$ cat config.mk
export PLATFORM = sky130hd
export DESIGN_NAME = pcie_rq_ats_inv_cpl_tx
export DESIGN_NICKNAME = d
export VERILOG_FILES = /design/src/rtl/pcie_ats_pkg.sv /design/src/rtl/ats_req_fifo.sv /design/src/rtl/pcie_rq_ats_inv_cpl_tx.sv
export SDC_FILE = /design/constraint.sdc
export NUM_CORES = 1
export LEC_CHECK = 0
export CAP_MARGIN = 5
export CELL_PAD_IN_SITES_DETAIL_PLACEMENT = 0
export CELL_PAD_IN_SITES_GLOBAL_PLACEMENT = 2
export CORE_MARGIN = 4
export CORE_UTILIZATION = 27
export DETAILED_ROUTE_END_ITERATION = 6
export PLACE_DENSITY_LB_ADDON = 0.1
export SLEW_MARGIN = 25
export SYNTH_ARGS = -nofsm -noshare
export SYNTH_HDL_FRONTEND = slang
export SYNTH_HIERARCHICAL = 1
export SYNTH_SLANG_ARGS = --single-unit
export TNS_END_PERCENT = 1
$ cat constraint.sdc
create_clock -name clk -period 4.4 [get_ports clk]
set_input_delay 0.88 -clock clk [delete_from_list [all_inputs] [get_ports clk]]
set_output_delay 0.88 -clock clk [all_outputs]
set_load 0.01 [all_outputs]
$ cat src/rtl/pcie_ats_pkg.sv
// Shared ATS definitions: RQ descriptor field offsets, message constants,
// the invalidation-completion request record and a descriptor builder.
package pcie_ats_pkg;

  localparam int DESC_WIDTH    = 128;
  localparam int DESC_BYTES    = DESC_WIDTH / 8;

  localparam int ITAG_VEC_LSB  = 0;
  localparam int CC_LSB        = 32;
  localparam int REQ_ID_LSB    = 48;
  localparam int DWORD_CNT_LSB = 64;
  localparam int REQ_TYPE_LSB  = 75;
  localparam int POISON_BIT    = 79;
  localparam int TAG_LSB       = 96;
  localparam int MSG_CODE_LSB  = 104;
  localparam int ROUTING_LSB   = 112;

  localparam logic [3:0] REQ_TYPE_ATS_MSG = 4'b1110;
  localparam logic [2:0] ROUTE_BY_ID      = 3'b010;
  localparam logic [7:0] MSG_CODE_INV_REQ = 8'h01;
  localparam logic [7:0] MSG_CODE_INV_CPL = 8'h02;

  typedef struct packed {
    logic [4:0]  itag;
    logic [15:0] id;
    logic [2:0]  cc;
  } ats_req_t;

  localparam int ATS_REQ_WIDTH = $bits(ats_req_t);

  function automatic logic [DESC_WIDTH-1:0] build_inv_cpl_desc(input ats_req_t req,
                                                               input logic [7:0] code);
    logic [DESC_WIDTH-1:0] d;
    d = '0;
    d[ITAG_VEC_LSB +: 32]  = 32'd1 << req.itag;
    d[CC_LSB +: 3]         = req.cc;
    d[REQ_ID_LSB +: 16]    = req.id;
    d[DWORD_CNT_LSB +: 11] = 11'd0;
    d[REQ_TYPE_LSB +: 4]   = REQ_TYPE_ATS_MSG;
    d[POISON_BIT]          = 1'b0;
    d[TAG_LSB +: 8]        = {3'b000, req.itag};
    d[MSG_CODE_LSB +: 8]   = code;
    d[ROUTING_LSB +: 3]    = ROUTE_BY_ID;
    return d;
  endfunction

endpackage

$ cat src/rtl/ats_req_fifo.sv
// Synchronous FIFO for pending invalidation completions; head word is
// readable combinationally so the output stage can load it the same cycle.
module ats_req_fifo #(
  parameter int WIDTH = 24,
  parameter int DEPTH = 8
) (
  input  logic             clk,
  input  logic             rst,
  input  logic             push,
  input  logic [WIDTH-1:0] wr_data,
  input  logic             pop,
  output logic [WIDTH-1:0] rd_data,
  output logic             full,
  output logic             empty
);

  localparam int AW = $clog2(DEPTH);
  localparam logic [AW:0] PTR_ONE = {{AW{1'b0}}, 1'b1};

  logic [WIDTH-1:0] mem [DEPTH];
  logic [AW:0]      wr_ptr_reg;
  logic [AW:0]      rd_ptr_reg;

  // Extra wrap bit distinguishes full from empty when the indices match.
  assign empty   = (wr_ptr_reg == rd_ptr_reg);
  assign full    = (wr_ptr_reg[AW] != rd_ptr_reg[AW]) &&
                   (wr_ptr_reg[AW-1:0] == rd_ptr_reg[AW-1:0]);
  assign rd_data = mem[rd_ptr_reg[AW-1:0]];

  always_ff @(posedge clk) begin
    if (rst) begin
      wr_ptr_reg <= '0;
      rd_ptr_reg <= '0;
    end else begin
      if (push && !full)
        wr_ptr_reg <= wr_ptr_reg + PTR_ONE;
      if (pop && !empty)
        rd_ptr_reg <= rd_ptr_reg + PTR_ONE;
    end
  end

  always_ff @(posedge clk) begin
    if (push && !full)
      mem[wr_ptr_reg[AW-1:0]] <= wr_data;
  end

endmodule

$ cat src/rtl/pcie_rq_ats_inv_cpl_tx.sv
// Buffers invalidation-completion requests and emits one single-beat ATS
// Invalidation Completion message per request on the RQ AXI-stream.
module pcie_rq_ats_inv_cpl_tx
  import pcie_ats_pkg::*;
#(
  parameter int         AXIS_DATA_WIDTH = 512,
  parameter int         FIFO_DEPTH      = 8,
  parameter logic [7:0] INV_CPL_CODE    = MSG_CODE_INV_CPL
) (
  input  logic                         clk,
  input  logic                         rst,
  input  logic                         req_valid,
  output logic                         req_ready,
  input  logic [4:0]                   req_itag,
  input  logic [15:0]                  req_id,
  input  logic [2:0]                   req_cc,
  output logic [AXIS_DATA_WIDTH-1:0]   rq_axis_tdata,
  output logic [AXIS_DATA_WIDTH/8-1:0] rq_axis_tkeep,
  output logic                         rq_axis_tvalid,
  output logic                         rq_axis_tlast,
  input  logic                         rq_axis_tready,
  output logic [15:0]                  cpl_sent_count,
  output logic                         busy
);

  localparam int KEEP_WIDTH = AXIS_DATA_WIDTH / 8;

  ats_req_t                   push_req;
  ats_req_t                   head_req;
  logic                       fifo_full;
  logic                       fifo_empty;
  logic                       load;
  logic [AXIS_DATA_WIDTH-1:0] tdata_next;
  logic [KEEP_WIDTH-1:0]      keep_desc;

  logic                       tvalid_reg;
  logic [AXIS_DATA_WIDTH-1:0] tdata_reg;
  logic [KEEP_WIDTH-1:0]      tkeep_reg;
  logic [15:0]                count_reg;

  assign push_req = '{itag: req_itag, id: req_id, cc: req_cc};

  ats_req_fifo #(
    .WIDTH (ATS_REQ_WIDTH),
    .DEPTH (FIFO_DEPTH)
  ) u_fifo (
    .clk     (clk),
    .rst     (rst),
    .push    (req_valid),
    .wr_data (push_req),
    .pop     (load),
    .rd_data (head_req),
    .full    (fifo_full),
    .empty   (fifo_empty)
  );

  assign req_ready = !fifo_full;

  // Only the descriptor bytes are enabled; the rest of the beat is padding.
  for (genvar gi = 0; gi < KEEP_WIDTH; gi++) begin : g_keep
    assign keep_desc[gi] = (gi < DESC_BYTES);
  end

  // Refill the output stage whenever it is empty or its beat is leaving now.
  assign load = !fifo_empty && (!tvalid_reg || rq_axis_tready);

  always_comb begin
    tdata_next = '0;
    tdata_next[DESC_WIDTH-1:0] = build_inv_cpl_desc(head_req, INV_CPL_CODE);
  end

  always_ff @(posedge clk) begin
    if (rst) begin
      tvalid_reg <= 1'b0;
      tdata_reg  <= '0;
      tkeep_reg  <= '0;
      count_reg  <= 16'd0;
    end else begin
      if (load) begin
        tvalid_reg <= 1'b1;
        tdata_reg  <= tdata_next;
        tkeep_reg  <= keep_desc;
      end else if (rq_axis_tready) begin
        tvalid_reg <= 1'b0;
      end
      if (tvalid_reg && rq_axis_tready)
        count_reg <= count_reg + 16'd1;
    end
  end

  assign rq_axis_tdata  = tdata_reg;
  assign rq_axis_tkeep  = tkeep_reg;
  assign rq_axis_tvalid = tvalid_reg;
  assign rq_axis_tlast  = tvalid_reg;
  assign cpl_sent_count = count_reg;
  assign busy           = !fifo_empty || tvalid_reg;

endmodule

**Word-level counts from Yosys, hierarchy flattened**

Memory sizes are Yosys's and may differ from the RTL's. A register that Yosys moved wholly into a read port is not among the register bits.
Cells that the tools add are included.

- Memory bits (writable): 192
- Memories kept: 1
- Logic and storage cells: 31
- Output and inout bits: 596
- Input port bits: 28
- Register bits: 86

- Reduce and logical (&&, ||, !) cells: 11
- Multiplexer cells: 6
- Shift-type cells: 1
- Add/subtract/negate cells: 3
- Eq/ne operators: 3

Memory list:

| memory | depth | width | rd ports | clocked after Yosys merged registers in | write ports | line | source |
|---|---|---|---|---|---|---|---|
| u_fifo.mem | 8 | 24 | 1 | 1 | 1 | ats_req_fifo.sv:20 | `logic [WIDTH-1:0] mem [DEPTH];` |

Operator list:

| cell | number |
|---|---|
| 1-bit by 5-bit << shifter with 32-bit output, first input constant | 1 |
| 16-bit by 1-bit adder with 16-bit output, second input constant | 1 |
| 4-bit by 1-bit adder with 4-bit output, second input constant | 2 |
| 3-bit 2-to-1 mux | 2 |
| 1-bit logical AND | 5 |
| 4-bit equality test | 1 |
| 1-bit 2-to-1 mux | 4 |
| 3-bit equality test | 1 |
| 1-bit logical NOT | 3 |
| 1-bit logical OR | 2 |
| 2-bit nonzero test | 1 |
| 1-bit != test | 1 |

**Longest topological paths before layout**

Gate-level depths: netlist of run 1.

- Depth in word-level cells: 6
- Mapped depth: 10
- Mapped depth without buffers: 8

**Hierarchy**

Netlist of run 1, hierarchy kept.

By module, submodules not included:

| module | instances | cells an instance | area each (um^2) | seq. area each (um^2) |
|---|---|---|---|---|
| ats_req_fifo | 1 | 361 | 7,957.6 | 5,985.7 |
| pcie_rq_ats_inv_cpl_tx | 1 | 846 | 6,761.5 | 1,481.4 |

**Worst setup path after synthesis of run 1**

Ideal clock, no wire load.

- Path kind: in2reg
- From: input req_valid
- To: memory u_fifo.mem[3][0] (enable)
- Arrival: 3.513 ns
- Data required time: 3.926 ns
- Cell stages on the path: 2
- Path buffers: 0
- Setup time: 0.474 ns
- Slack: 0.412 ns
- Path through: nand2_1 > nor4b_1

- Word-level cells in the longest chain between the ends: 3

Ends and longest elaborated chain:

| element | line | source |
|---|---|---|
| start, declared | pcie_rq_ats_inv_cpl_tx.sv:12 | `input logic req_valid,` |
| 1-bit logical AND | ats_req_fifo.sv:43 | `if (push && !full)` |
| 1-bit 2-to-1 mux | ats_req_fifo.sv:43 |  |
| 1-bit 2-to-1 mux (implied by the code) | ats_req_fifo.sv:44 | `mem[wr_ptr_reg[AW-1:0]] <= wr_data;` |
| end, declared | ats_req_fifo.sv:20 |  |

No other way between the ends.

**Final worst setup path of run 1**

- From: register u_fifo.wr_ptr_reg[2]
- To: output busy

- Word-level cells in the longest chain between the ends: 3

Ends and longest elaborated chain:

| element | line | source |
|---|---|---|
| start, declared | ats_req_fifo.sv:21 | `logic [AW:0] wr_ptr_reg;` |
| start signal, assigned | ats_req_fifo.sv:36 | `wr_ptr_reg <= wr_ptr_reg + PTR_ONE;` |
| 4-bit equality test | ats_req_fifo.sv:25 | `assign empty = (wr_ptr_reg == rd_ptr_reg);` |
| net fifo_empty | pcie_rq_ats_inv_cpl_tx.sv:31 | `logic fifo_empty;` |
| 1-bit logical NOT | pcie_rq_ats_inv_cpl_tx.sv:96 | `assign busy = !fifo_empty \|\| tvalid_reg;` |
| 1-bit logical OR | pcie_rq_ats_inv_cpl_tx.sv:96 |  |
| end, declared | pcie_rq_ats_inv_cpl_tx.sv:23 | `output logic busy` |

The timed path passes the listed nets, and every way through them passes these cells.

==> results.cfg, run 1 <==
[power]
p_per_area_nw_per_um2 = 483
peakVddDrop_mv = 0.213
finalPower_mw = 7.68
total_leakage_power_nw = 6.04

[clock_tree]
cts_buffers = 35
clockRootBuffer = clkbuf_16
cts_tree = yes
post-cts-setup-buffers = 0
cts_hold_buf = 0
clock_latency_ns = 0.55
cts.clk_slew.worst_paths_ns = 0.06
ctsResizeCount = 0
cts.sinks = 277
cts.path.max_buffers = 3
h-tree-depth = 2

[grt]
grt.overflow.total = 0
grt_util_met1_pct = 13.5
met2_usage_pct = 19.3
grt_usage_pct = 11.0
grt_max_degree = 57
grt_first_pass_wirelength_um = 48400
first_global_vias = 7222
antenna_found_initial = 4
grt_most_used_layer = met2
grt_util_met3_pct = 2.64

[placement]
placed_area_um2 = 14700
dp.cells = 1982
port-buffer-count = 124
dpl.hpwl_um = 24000
gp_congestion = 0.677
pre_cts_ws_ns = 1.29

[worst_setup_path]
end_kind = primary output
cp.arrival_ns = 2.61
crit_type = reg -> out
crit_path_start_kind = flip-flop
worstPathRequired_ns = 3.52
r2r-end = rq_axis_tdata[30]
cp_max_fo = 12
regToRegSetupSlack_ns = 1.47
reg2regPathDepth = 5

[sta]
max-slew-margin-rel_pct = 34.6
fin_skew_ns = 0.0292
fmaxAchievable_mhz = 287
worst_pin_slew_ns = 0.972
timing.final.ws_setup_ns = 0.914
tns_ns = 0
fin_crit_sh_pct = 79.2
rsz0062_at_grt = false
period_needed_ns = 3.49
slew_violations = 0
hold_viol = 0
finalSetupViolCount = 0

[floorplanning]
ios = 624
die_w_um = 241
initial_utilization_pct = 27.3
num_rows = 85
dieArea_um2 = 58300
coreArea_um2 = 53900
dieHeight_um = 241

[logic_synthesis]
synth_edf_count = 192
synth_ff_type = edfxtp_1
ys_ff_latch = 277
synth_top_cell_area_share_pct = 39.2
ys_warn_count = 6
ys_async_sr_fraction_pct = 0
seq_area_frac_synth_pct = 50.7
avgSynthCellArea_um2 = 12.2
ys_types = 43
ys_top_cells_by_area = edfxtp_1 39%, buf_4 27%, dfxtp_1 12%
synth_cells = 1207
yosys.area.top_type = edfxtp_1
synth_area_um2 = 14700

[outcome]
status = finished, final reports clean

[drt]
post-route-drc-count = 0
ant_nets = 0
drt_iter0_drc = 242
wl_um = 35000
vias = 7528
post_drt_wl_per_cell_um = 17.1
viasPerCell = 3.68
dr.pass1.iters = 5

[final_layout]
instances_no_fill = 2046
antenna_cells = 0
fin_nets = 1354
design_area_um2 = 15900
largest_reg_flops = 192
drive_gt1_share_pct = 12.8
syn_to_final_growth_pct = 8.02

[worst_hold_path]
min_to = rq_axis_tdata[51]
hp-class = reg -> reg
hold_start = rq_axis_tdata[51]
min_path_cells = 2

[flow_run]
cap_viol_max_count = 0
==> power by group <==
| part | switching (mW) | internal, mW |
|---|---|---|
| clock network | 1.17 | 1.68 |
| logic | 0.996 | 0.724 |
| registers | 0.173 | 2.94 |
==> per-layer routing <==
metal | wire, µm | up-vias
met4 | 596 | 8
met2 | 18400 | 292
met1 | 13800 | 3772
li1 | - | 3408
met5 | 56 | -
met3 | 2180 | 48
==> cells by family (layout without fill, tap and decap cells) <==
logic type | count (synthesis) | after routing | synth area share [%]
AOI/OAI and AO/OA | 67 | 67 | 3.06
xor gates and xnor gates | 19 | 19 | 1.13
other | 1 | 499 | 0.0255
and+or+nand+nor | 185 | 185 | 6.25
DFF | 277 | 277 | 50.7
adders and majority gates | 3 | 3 | 0.255
buffers and inverters | 569 | 214 | 28.3
muxes | 86 | 86 | 10.2
==> final cells by class <==
type / count / area [µm²]
multi-input cells: 859 / 4990
well taps: 696 / 871
clock buffers: 40 / 905
inverters: 6 / 22.5
clock inverters: 24 / 246
repair buffers: 144 / 1390
fillers: 5483 / 38000
flip-flops and latches: 277 / 7470
==> layout by cell type (no fill, tap or decap), types with 3 or more instances in the layout <==
cell	Yosys	layout
clkinv_1	0	6
nor2_1	56	55
mux2_2	30	30
ha_1	3	3
xor2_1	7	7
nand4_1	9	9
nand3_1	5	5
nor2b_1	12	12
dfxtp_1	85	83
mux2_1	4	4
nand2_1	60	60
nand2b_1	8	8
mux2i_1	4	4
clkbuf_1	15	4
clkinv_2	0	7
bufinv_16	0	3
and4_1	3	3
nor4_2	1	3
clkdlybuf4s50_1	0	123
a22oi_1	32	32
clkbuf_16	0	35
nor3_1	6	5
xnor2_1	12	12
mux4_2	48	48
buf_4	525	21
conb_1	1	499
inv_1	5	5
edfxtp_1	192	192
nor4b_2	4	7
nor4_1	9	7
a21oi_1	27	27
==> synthesized netlist by cell type, drive strengths merged (9+ instances only) <==
cell	count
mux4	48
nor2b	12
buf	548
edfxtp	192
xnor2	12
nor4	10
nand2	60
a22oi	32
clkbuf	15
dfxtp	85
a21oi	27
nand4	9
nor2	56
mux2	34
==> stage by stage <==
step                hold WS, ns  utilization [%]
finish                    0.455             29.5
CTS                       0.458             29.5
global route              0.484             29.5
floorplan                 0.481                -
detailed placement        0.449             27.4
global placement          0.447             27.4
==> how the worst max path moves through the flow <==
stage                                       to                 start  cells past startpoint
final                                     busy  u_fifo/wr_ptr_reg[2]                      6
after global routing                      busy  u_fifo/wr_ptr_reg[2]                      6
after CTS                                 busy  u_fifo/wr_ptr_reg[2]                      6
after detailed placement  u_fifo/rd_ptr_reg[2]        rq_axis_tready                      8
after global placement               flip-flop        rq_axis_tready                      8
after floorplan               u_fifo/mem[3][0]             req_valid                      2
==> worst max-delay path: stages, from the launching register on <==
cell,delay (ns)
dfxtp_1,0.65
xnor2_1,0.27
nand3_1,0.20
nor2_1,0.13
buf_4,0.21
nand2b_1,0.08
clkdlybuf4s50_1,0.51
Note: power is estimated with default switching activity, not from simulation.
==> run 2, diff against run 1 <==
==> constraint.sdc (replaced) <==
create_clock -name clk -period 3.4 [get_ports clk]
set_input_delay 0.68 -clock clk [delete_from_list [all_inputs] [get_ports clk]]
set_output_delay 0.68 -clock clk [all_outputs]
set_load 0.01 [all_outputs]
==> run 2 against run 1 <==
Sequential power up 28%. Clock skew up 0.0020 ns. Routed wire length down 1.3%. Power up 31%. Critical path depth down 1. Count of clock-buffer cells in the layout up 5. Register-to-register slack worse by 0.80 ns. Non-clock buffer count up 5. Largest cell class unchanged. Largest power group unchanged.
==> results.cfg, run 2 (synthesis results as in run 1) <==
[outcome]
status = finished, final reports clean

[clock_tree]
cts_tree = yes
cts.clk_slew.worst_paths_ns = 0.06
clockRootBuffer = clkbuf_16
h-tree-depth = 2
cts_hold_buf = 0
cts.sinks = 277
cts.path.max_buffers = 3
cts_buffers = 34
clock_latency_ns = 0.54

[sta]
worst_pin_slew_ns = 0.836
fin_skew_ns = 0.0312
hold_viol = 0
max-slew-margin-rel_pct = 44.2
rsz0062_at_grt = false
fin_crit_sh_pct = 93.4
fmaxAchievable_mhz = 315
slew_violations = 0
timing.final.ws_setup_ns = 0.224
finalSetupViolCount = 0
period_needed_ns = 3.18

[grt]
grt_first_pass_wirelength_um = 47400
grt_usage_pct = 10.8
grt_max_degree = 57
grt.overflow.total = 0
first_global_vias = 7066
antenna_found_initial = 1

[drt]
drt_iter0_drc = 365
vias = 7436
ant_nets = 0
dr.pass1.iters = 5
post_drt_wl_per_cell_um = 16.9
post-route-drc-count = 0
wl_um = 34600
viasPerCell = 3.63

[final_layout]
syn_to_final_growth_pct = 8.59
instances_no_fill = 2048
utilization_pct = 29.6
largest_reg_flops = 192
final_cell_mix = 499 x conb_1, 192 x edfxtp_1, 123 x clkdlybuf4s50_1
drive_gt1_share_pct = 13.0
antenna_cells = 0
design_area_um2 = 16000
fin_nets = 1358
layout_commonest_cell = conb_1

[worst_setup_path]
cp_slowest_cell = dfxtp_1
crit_type = reg -> out
worstPathRequired_ns = 2.72
crit_path_start_kind = flip-flop
slowest_delay_ns = 0.56
end_kind = primary output
crit_chain = xnor2_1 -> nand3_1 -> nor2_1 -> nand2b_1 -> clkdlybuf4s50_1
reg2regPathDepth = 6
cp.depth = 5
cp.buffers_inverters = 1
cp_top_family = simple AND/OR/NAND/NOR gates
cp.arrival_ns = 2.50
cp_max_fo = 10

[power]
p_seq_share_pct = 39.6
peakVddDrop_mv = 0.478
internal-power_mw = 7.13
sw_frac_of_total_pct = 29.2
p_per_area_nw_per_um2 = 631
pwr-share-clk_pct = 37.9
net-switching-power_mw = 2.95
total_leakage_power_nw = 6.08
combPwrFrac_pct = 22.5

[placement]
port-buffer-count = 124
gp_congestion = 0.681
placed_area_um2 = 14800
dpl.hpwl_um = 23600
pre_cts_ws_ns = 0.667
dp.cells = 1987

[floorplanning]
ios = 624
initial_utilization_pct = 27.3
die_w_um = 241
dieHeight_um = 241
num_rows = 85
dieArea_um2 = 58300
coreArea_um2 = 53900

[worst_hold_path]
min_path_cells = 2
hp-class = reg -> reg

[flow_run]
cap_viol_max_count = 0
run 2: area by class of cell:
cell class / instances / area (µm²)
Multi-Input combinational cell: 859 / 5000
Tap cell: 696 / 871
Sequential cell: 277 / 7470
Timing Repair Buffer: 149 / 1430
Clock inverter: 16 / 231
Clock buffer: 45 / 956
Fill cell: 5529 / 37900
Inverter: 6 / 22.5
run 2: worst min-delay path, cell delays in order (launching register included):
cell and delay, ns:
dfxtp_1 0.30, nand2_1 0.05, a21oi_1 0.05
run 2: layer usage:
metal  vias to the layer above  wire length [µm]  global-route usage (%)
li1                       3410                 -                       -
met3                        43              2060                    2.22
met5                         -                13                       0
met4                         2               597                    3.20
met2                       275             17900                    18.5
met1                      3706             14000                    13.9
run 2: repair_timing:
item | CTS | global route
resized for setup | 0 | 2
endpoints found under the setup margin | 0 | 1
setup buffers | 0 | 0
run 2: power groups by stage:
stage | logic (mW) | registers, mW | clock network, mW
floorplan | 2.00 | 4.02 | 0
global placement | 2.33 | 4.07 | 0
detailed placement | 2.31 | 4.08 | 0
CTS | 2.32 | 4.01 | 3.97
global route | 2.49 | 4.04 | 4.12
finish | 2.26 | 3.99 | 3.82
run 2: path summary, 6_finish.rpt:
check	startpoint	endpoint	slack, ns
setup / recovery	u_fifo/wr_ptr_reg[0]	busy	0.22
hold / removal	rq_axis_tdata[97]	rq_axis_tdata[97]	0.45
setup reg to reg	flip-flop	rq_axis_tdata[0]	0.67
hold reg to reg	rq_axis_tdata[97]	rq_axis_tdata[97]	0.45
run 2: stage by stage:
| step | hold WS, ns | TNS (ns) | power (mW) |
|---|---|---|---|
| detailed placement | 0.449 | 0 | 6.39 |
| CTS | 0.457 | 0 | 10.3 |
| finish | 0.453 | 0 | 10.1 |
| global placement | 0.445 | 0 | 6.40 |
| floorplan | 0.481 | -53.15 | 6.03 |
| global route | 0.475 | 0 | 10.6 |
==> run 3, diff against run 2 <==
--- a/config.mk
+++ b/config.mk
@@ -10,6 +10,7 @@
 export CELL_PAD_IN_SITES_GLOBAL_PLACEMENT = 2
 export CORE_MARGIN = 4
 export CORE_UTILIZATION = 27
+export CTS_CLUSTER_SIZE = 14
 export DETAILED_ROUTE_END_ITERATION = 6
 export PLACE_DENSITY_LB_ADDON = 0.1
 export SLEW_MARGIN = 25
==> results of run 3 <==
Final layout, timing and power as in run 2 (identical DEF).
